[src/rtl/tinker_pkg.sv]
// Shared types and constants for the tinker fetch front end.
package tinker_pkg;

    localparam logic [31:0] TINKER_RESET_PC = 32'h0000_2000;

    typedef logic [31:0] inst_t;
    typedef logic [31:0] addr_t;

    typedef struct packed {
        addr_t pc;
        inst_t inst;
    } fetch_entry_t;

    function automatic addr_t align_pc(input addr_t pc);
        return {pc[31:2], 2'b00};
    endfunction

    // Word increment; wraps naturally from 32'hFFFFFFFC to 0.
    function automatic addr_t next_pc(input addr_t pc);
        return pc + 32'd4;
    endfunction

endpackage

[src/rtl/tinker_sync_fifo.sv]
// Single-clock FIFO with flush and occupancy count; head word is readable
// combinationally so the consumer sees it in the same cycle it becomes valid.
module tinker_sync_fifo #(
    parameter int WIDTH = 32,
    parameter int DEPTH = 4,
    localparam int CNT_W = $clog2(DEPTH) + 1
) (
    input  logic             clk,
    input  logic             reset,
    input  logic             flush,
    input  logic             push,
    input  logic [WIDTH-1:0] push_data,
    input  logic             pop,
    output logic [WIDTH-1:0] pop_data,
    output logic [CNT_W-1:0] count,
    output logic             empty
);

    localparam int PTR_W = CNT_W - 1;

    logic [WIDTH-1:0] mem_q [DEPTH];
    logic [PTR_W-1:0] head_q, head_d;
    logic [PTR_W-1:0] tail_q, tail_d;
    logic [CNT_W-1:0] count_q, count_d;
    logic             full;
    logic             push_ok;
    logic             pop_ok;

    always_comb begin
        empty   = (count_q == '0);
        full    = (count_q == CNT_W'(DEPTH));
        pop_ok  = pop && !empty;
        // A push into a full FIFO is legal when the head leaves in the same cycle.
        push_ok = push && (!full || pop_ok);
        head_d  = head_q;
        tail_d  = tail_q;
        count_d = count_q;
        if (flush) begin
            head_d  = '0;
            tail_d  = '0;
            count_d = '0;
        end else begin
            if (push_ok) tail_d = tail_q + PTR_W'(1);
            if (pop_ok)  head_d = head_q + PTR_W'(1);
            count_d = count_q + CNT_W'(push_ok) - CNT_W'(pop_ok);
        end
    end

    always_ff @(posedge clk) begin
        if (reset) begin
            head_q  <= '0;
            tail_q  <= '0;
            count_q <= '0;
        end else begin
            head_q  <= head_d;
            tail_q  <= tail_d;
            count_q <= count_d;
        end
    end

    always_ff @(posedge clk) begin
        if (push_ok && !flush) mem_q[tail_q] <= push_data;
    end

    assign pop_data = mem_q[head_q];
    assign count    = count_q;

endmodule

[src/rtl/tinker_fetch_queue.sv]
// Instruction fetch queue: credit-limited requests, in-order response capture,
// redirect with in-flight discard. Optional same-cycle bypass: TINKER_FETCH_BYPASS_EN.
module tinker_fetch_queue
    import tinker_pkg::*;
#(
    parameter int    DEPTH    = 4,
    parameter addr_t RESET_PC = TINKER_RESET_PC
) (
    input  logic        clk,
    input  logic        reset,
    output logic        imem_req_valid,
    output logic [31:0] imem_req_addr,
    input  logic        imem_req_ready,
    input  logic        imem_resp_valid,
    input  logic [31:0] imem_resp_data,
    input  logic        redirect_valid,
    input  logic [31:0] redirect_pc,
    output logic        inst_valid,
    output logic [31:0] inst_data,
    output logic [31:0] inst_pc,
    input  logic        inst_ready
);

    localparam int CNT_W = $clog2(DEPTH) + 1;

    addr_t        fetch_pc_q, fetch_pc_d;
    logic [CNT_W-1:0] drop_cnt_q, drop_cnt_d;

    logic [CNT_W-1:0] q_count;
    logic [CNT_W-1:0] trk_count;
    logic             q_empty;
    logic             trk_empty;
    fetch_entry_t     q_head;
    fetch_entry_t     q_wdata;
    addr_t            trk_head;
    logic [CNT_W:0]   credit_used;
    logic             resp_keep;
    logic             bypass_avail;
    logic             req_fire;
    logic             q_push;
    logic             q_pop;

    always_comb begin
        credit_used = {1'b0, q_count} + {1'b0, trk_count};
        resp_keep   = imem_resp_valid && !redirect_valid && (drop_cnt_q == '0);
`ifdef TINKER_FETCH_BYPASS_EN
        bypass_avail = resp_keep && q_empty;
`else
        bypass_avail = 1'b0;
`endif
        // Queued plus in-flight words may never exceed the queue depth.
        imem_req_valid = !reset && !redirect_valid && (credit_used < (CNT_W + 1)'(DEPTH));
        imem_req_addr  = fetch_pc_q;
        req_fire       = imem_req_valid && imem_req_ready;

        inst_valid = !reset && !redirect_valid && (!q_empty || bypass_avail);
`ifdef TINKER_FETCH_BYPASS_EN
        inst_data = q_empty ? imem_resp_data : q_head.inst;
        inst_pc   = q_empty ? trk_head : q_head.pc;
`else
        inst_data = q_head.inst;
        inst_pc   = q_head.pc;
`endif
        q_pop   = inst_valid && inst_ready && !q_empty;
        q_push  = resp_keep && !(bypass_avail && inst_ready);
        q_wdata = '{pc: trk_head, inst: imem_resp_data};

        fetch_pc_d = fetch_pc_q;
        if (redirect_valid)  fetch_pc_d = align_pc(redirect_pc);
        else if (req_fire)   fetch_pc_d = next_pc(fetch_pc_q);

        // Tracker entries stay until their response returns, so its count is the
        // in-flight total; a redirect marks all of them (minus this cycle's) as stale.
        drop_cnt_d = drop_cnt_q;
        if (redirect_valid)
            drop_cnt_d = trk_count - CNT_W'(imem_resp_valid);
        else if (imem_resp_valid && (drop_cnt_q != '0))
            drop_cnt_d = drop_cnt_q - CNT_W'(1);
    end

    always_ff @(posedge clk) begin
        if (reset) begin
            fetch_pc_q <= RESET_PC;
            drop_cnt_q <= '0;
        end else begin
            fetch_pc_q <= fetch_pc_d;
            drop_cnt_q <= drop_cnt_d;
        end
    end

    tinker_sync_fifo #(
        .WIDTH ($bits(fetch_entry_t)),
        .DEPTH (DEPTH)
    ) u_inst_q (
        .clk       (clk),
        .reset     (reset),
        .flush     (redirect_valid),
        .push      (q_push),
        .push_data (q_wdata),
        .pop       (q_pop),
        .pop_data  (q_head),
        .count     (q_count),
        .empty     (q_empty)
    );

    tinker_sync_fifo #(
        .WIDTH ($bits(addr_t)),
        .DEPTH (DEPTH)
    ) u_pc_trk (
        .clk       (clk),
        .reset     (reset),
        .flush     (1'b0),
        .push      (req_fire),
        .push_data (fetch_pc_q),
        .pop       (imem_resp_valid),
        .pop_data  (trk_head),
        .count     (trk_count),
        .empty     (trk_empty)
    );

    logic unused_ok;
    assign unused_ok = trk_empty;

endmodule

[config.mk]
export PLATFORM = sky130hd
export DESIGN_NAME = tinker_fetch_queue
export DESIGN_NICKNAME = d
export VERILOG_FILES = /design/src/rtl/tinker_pkg.sv /design/src/rtl/tinker_sync_fifo.sv /design/src/rtl/tinker_fetch_queue.sv
export SDC_FILE = /design/constraint.sdc
export NUM_CORES = 1
export LEC_CHECK = 0
export BUFFER_PORTS_ARGS = -buffer_cell sky130_fd_sc_hd__buf_2
export CAP_MARGIN = 20
export CORE_AREA = 4 4 166 168
export DETAILED_ROUTE_END_ITERATION = 12
export DIE_AREA = 0 0 170 172
export PLACE_DENSITY = 0.95
export SETUP_SLACK_MARGIN = 0.4
export SYNTH_ARGS = -nofsm -noshare
export SYNTH_HDL_FRONTEND = slang
export SYNTH_SLANG_ARGS = --single-unit
[constraint.sdc]
create_clock -name clk -period 9.4 [get_ports clk]
set_input_delay 1.41 -clock clk [delete_from_list [all_inputs] [get_ports clk]]
set_output_delay 1.41 -clock clk [all_outputs]
set_load 0.1 [all_outputs]
Word level (Yosys, flattened, before mapping)
Memories as Yosys holds them, arrays and structs flattened. A register that Yosys moved wholly into a read port is not among the register bits.
Cells that the tools add are included.
- add/sub/neg operators: 12
- shift-type cells: 0
- bitwise logic cells: 0
- multiplexer cells: 12
- multipliers: 0
- reduce and logical (&&, ||, !) cells: 29
- divide/modulo/power cells: 0
- order comparisons: 1
- equal/unequal tests: 2
- operators by type and width (cell ; number):
    32-bit two-way mux ; 2
    32-bit by 3-bit adder with 32-bit output (second input constant) ; 1
    1-bit logical AND ; 14
    3-bit logical NOT ; 3
    3-bit by 1-bit subtractor with 3-bit output ; 3
    2-bit by 1-bit adder with 2-bit output (second input constant) ; 4
    2-bit two-way mux ; 4
    3-bit by 1-bit adder with 3-bit output ; 2
    3-bit == test (second input constant) ; 2
    1-bit logical NOT ; 6
    3-bit two-way mux ; 2
    3-bit by 3-bit adder with 4-bit output ; 1
    4-bit by 3-bit < comparator with 1-bit output (second input constant) ; 1
    1-bit two-way mux ; 4
    2-bit nonzero test ; 2
    3-bit nonzero test ; 1
    3-bit by 1-bit subtractor with 3-bit output (second input constant) ; 1
    1-bit logical OR ; 2
    2-bit OR reduction ; 1
- RAM bits: 384
- bits of input ports: 70
- memories: 2
- memory bits (read-only): 0
- register bits: 49
- bits in latches: 0
- memory list (name ; words ; width ; read ports ; clocked after Yosys merged registers in ; write ports ; line ; text):
    u_inst_q.mem_q ; 4 ; 64 ; 1 ; 1 ; 1 ; tinker_sync_fifo.sv:21 ; logic [WIDTH-1:0] mem_q [DEPTH];
    u_pc_trk.mem_q ; 4 ; 32 ; 1 ; 1 ; 1 ; tinker_sync_fifo.sv:21 ;

Longest topological paths before layout
- depth after elaboration: 11
- depth in mapped cells: 11

Hierarchy
Synthesis repeated with hierarchy kept, for this count alone.
- cells, all modules: 865
- area, all modules: 16884.9 um2
- modules (own cells, without submodules) (module ; times used ; area each (um2) ; cells each):
    tinker_sync_fifo at u_inst_q ; 1 ; 9703.1 ; 383
    tinker_sync_fifo at u_pc_trk ; 1 ; 5098.6 ; 216
    tinker_fetch_queue ; 1 ; 2083.2 ; 266

Worst setup path before layout
OpenSTA, ideal clock, no wires.
- kind: input to output
- from: input port reset
- to: output port imem_req_valid
- data required time: 7990 ps
- data arrival time: 4135 ps
- setup slack: 3855 ps
- stages on the path: 4
- path through: buf_2 or2_2 clkbuf_1 nor3_1
- cells in the longest elaborated chain, start to end: 3
- ends and longest elaborated chain (what ; line ; text):
    start, declared ; tinker_fetch_queue.sv:10 ; input logic reset,
    1-bit logical NOT ; tinker_fetch_queue.sv:52 ; imem_req_valid = !reset && !redirect_valid && (credit_used < (CNT_W + 1)'(DEPTH));
    1-bit logical AND (2 in a row) ; tinker_fetch_queue.sv:52 ;
    end, declared ; tinker_fetch_queue.sv:11 ; output logic imem_req_valid,
No other way between the ends.

Worst setup path after layout
Same ends and word-level chain as after synthesis.

==> metrics.md <==
| Metric | Value |
|---|---|
| Min Tclk post-route | `4.44 ns` |
| Number of synthesized flops with an enable pin | `368` |
| Slew margin rel. | `34.1%` |
| 1st-iter DRT viols | `916` |
| Slew Viols, Final | `0` |
| Required time worst endpoint | `7.99 ns` |
| Port buffer count | `161` |
| Fin util | `71.8%` |
| Synth-to-layout area growth | `15.0%` |
| FF-to-FF End | `u_pc_trk.mem_q[0][10]$_DFFE_PP_` |
| Hold Path Class | `register to register` |
| Starting Density | `62.5%` |
| Post-synthesis cell type count | `58` |
| Fmax | `225 MHz` |
| Non-Filler Instances | `1365` |
| Worst slack, placed | `4.90 ns` |
| Placed cell count | `1292` |
| CP Launch Type | `input pin` |
| Synth warn | `0` |
| Die width | `170 um` |
| Routed wire length | `32300 um` |
| Clock Tree Buf Depth | `3` |
| Mapped Area | `16200 sq um` |
| Vias in the first global route | `8655` |
| CTS Root Cell | `clkbuf_16` |
| Grt total ovfl | `0` |
| TritonCTS buffer count | `41` |
| Top_reg_cell synth | `edfxtp_1` |
| Hpwl dp | `18900 um` |
| Row cnt | `59` |
| Asr flop ratio synth | `0%` |
| Skew final | `0.0198 ns` |
| DRC viols | `0` |
| CTS tree | `done` |
| CTS sink cnt | `419` |
| Routed Antenna Nets | `0` |
| Clk_lat worst skew | `0.53 ns` |
| Final setup fails | `0` |
| Fin nets | `1092` |
| Hold Fails Final Rpt | `0` |
| Synth Area per Inst | `19.5 sq um` |
| Unrepaired setup endpoints after global routing | `no` |
| Power Density | `239 nW/um^2` |
| CP arrival | `3.03 ns` |
| R2r startpoint | `u_inst_q.count[1]$_SDFF_PP0_` |
| Setup Total Neg Slack | `0 ns` |
| Reg2Reg Depth | `5` |
| Post-CTS Resized | `0` |
| Worst IR Drop VDD | `0.000158 V` |
| Layout cell share with drive strength beyond 1 | `33.2%` |
| RD Place Congestion | `0.861` |
| Post-CTS Setup Repair Bufs | `0` |
| Largest net degree at the start of global routing | `63` |
| Maxcap violations | `0` |
| Setup crit end kind | `output pin` |
| Core Box Area | `25900 sq um` |
| Critical Path Fanout Max | `38` |
| Initial antenna violation count | `0` |
| Setup slack after layout | `4.96 ns` |
| Ports | `168` |
| Status | `completed` |
| # hold bufs at CTS | `0` |
| WL/cell | `23.6 um` |
| Die Y | `172 um` |
| Least-Margin Pin Slew | `0.988 ns` |
| Via Count | `8546` |
| DIE AREA | `29200 sq um` |
| R2R Setup Slk | `5.94 ns` |
| DRT Pass-1 Iters | `5` |
| #FFs+latches synth | `419` |
| First-pass GRT wire length | `49800 um` |
| CP Launch Point | `reset` |
| Antenna cell count | `0` |
| Vias/cell | `6.26` |
| End point of the critical path | `imem_req_valid` |
| Leakage power | `6.22 nW` |
| H-tree depth | `2` |
| GRT Total Usage | `22.3%` |
| Critical path class | `input pin to output pin` |
| Tcrit/Tclk final | `47.2%` |
| Gate Count Post-Synth | `830` |
| Clock transition at path regs | `0.07 ns` |
| Register area share after synthesis | `74.6%` |
| Fillcell total | `1483` |
## synth_stat cells, types with 10 or more instances
library cell	instances	area share, %
nand4_1	11	0.43
a21oi_1	10	0.31
mux4_2	92	13
clkbuf_1	19	0.44
inv_1	18	0.42
dfxtp_1	51	6.3
nand2_1	26	0.60
ha_1	19	1.5
nor2_1	39	0.90
a31oi_1	16	0.62
nand3_1	19	0.59
a211oi_1	11	0.51
edfxtp_1	368	68
## area by class of cell
type	instances	area (sq um)	share of cell area (%)
multi-input cells	356	3890	20.9
flip-flops and latches	419	12100	64.9
clock inverters	21	204	1.10
well taps	335	419	2.25
inverters	18	67.6	0.363
repair buffers	165	848	4.56
clock buffers	51	1110	5.94
## cells by family after synthesis
family / count (synthesis) / share of synthesized area, %
AND/OR/NAND/NOR: 152 / 5.25
XOR/XNOR: 18 / 0.974
adder cells (fa/ha/maj): 21 / 1.72
flip-flops: 419 / 74.6
other: 1 / 0.0232
buffers and inverters: 58 / 1.58
AO/OA/AOI/OAI: 66 / 2.91
multiplexers: 95 / 13.0
## state kept, by name, summed over array words and instances (netlist names), named ones only
name	flops
u_inst_q.head_q	2
u_inst_q.count	3
u_pc_trk.head_q	2
u_inst_q.mem_q	248
u_inst_q.tail_q	2
imem_req_addr	30
u_pc_trk.tail_q	2
u_pc_trk.mem_q	120
u_pc_trk.count	3
drop_cnt_q	3
## power by group
part           switching, mW  total [mW]  internal [mW]
Combinational          0.468       0.658          0.190
Sequential            0.0660        2.21           2.14
Clock                  0.655        1.58          0.921
## worst min path at each step
stage,start,endpoint,slack (ns),depth (start not counted)
finish,u_pc_trk.head_q[1]$_SDFFE_PP0P_,u_pc_trk.head_q[1]$_SDFFE_PP0P_,0.56,2
global route,u_inst_q.head_q[0]$_SDFFE_PP0P_,register,0.59,2
CTS,u_pc_trk.head_q[1]$_SDFFE_PP0P_,u_pc_trk.head_q[1]$_SDFFE_PP0P_,0.56,2
detailed placement,u_pc_trk.head_q[1]$_SDFFE_PP0P_,register,0.54,2
global placement,u_inst_q.head_q[1]$_SDFFE_PP0P_,register,0.50,2
floorplan,u_pc_trk.head_q[1]$_SDFFE_PP0P_,register,0.48,2
## metal layers
metal / up-vias / wire (um) / part of all wire (%) / GRT usage (%)
met5: - / 0 / 0 / 0
met4: 0 / 570 / 1.8 / 5.17
met3: 47 / 2490 / 7.7 / 3.32
met2: 426 / 16400 / 51 / 37.6
met1: 4357 / 12800 / 40 / 31.6
li1: 3716 / - / - / -
## metrics by stage
step / area, sq um / hold slack (ns) / total power, mW
final: 18600 / 0.562 / 4.44
after global routing: 18600 / 0.591 / 4.60
after CTS: 18600 / 0.562 / 4.46
after detailed placement: 17300 / 0.541 / 2.90
after global placement: 17300 / 0.500 / 2.86
after floorplan: 16200 / 0.485 / 2.75
## cells in the final DEF (no fill, tap or decap), types with 4 or more instances in the layout
cell          n
and4_1        4
dfxtp_1      48
a311oi_1      5
a211oi_1     11
a21oi_1      10
edfxtp_1    368
o211ai_1      5
a31oi_1      16
clkinv_1      6
and2_4        4
nand3_1      19
inv_1        18
nand4_1      11
mux4_2       92
xnor2_1       9
buf_2       161
or3_1         7
and3_1        7
clkbuf_16    43
conb_1        4
and2_2        4
clkbuf_1      8
xor2_1        9
nor2_1       39
clkinvlp_4    5
o21ai_0       6
ha_1         19
nand2_1      26
nor3_1        6
## worst max-delay path, cell delays in order
cell and delay [ns]:
buf_2 0.34, or2_2 0.51, nor3_1 0.27, buf_2 0.47
No activity file was read; power rests on OpenSTA's default activity.
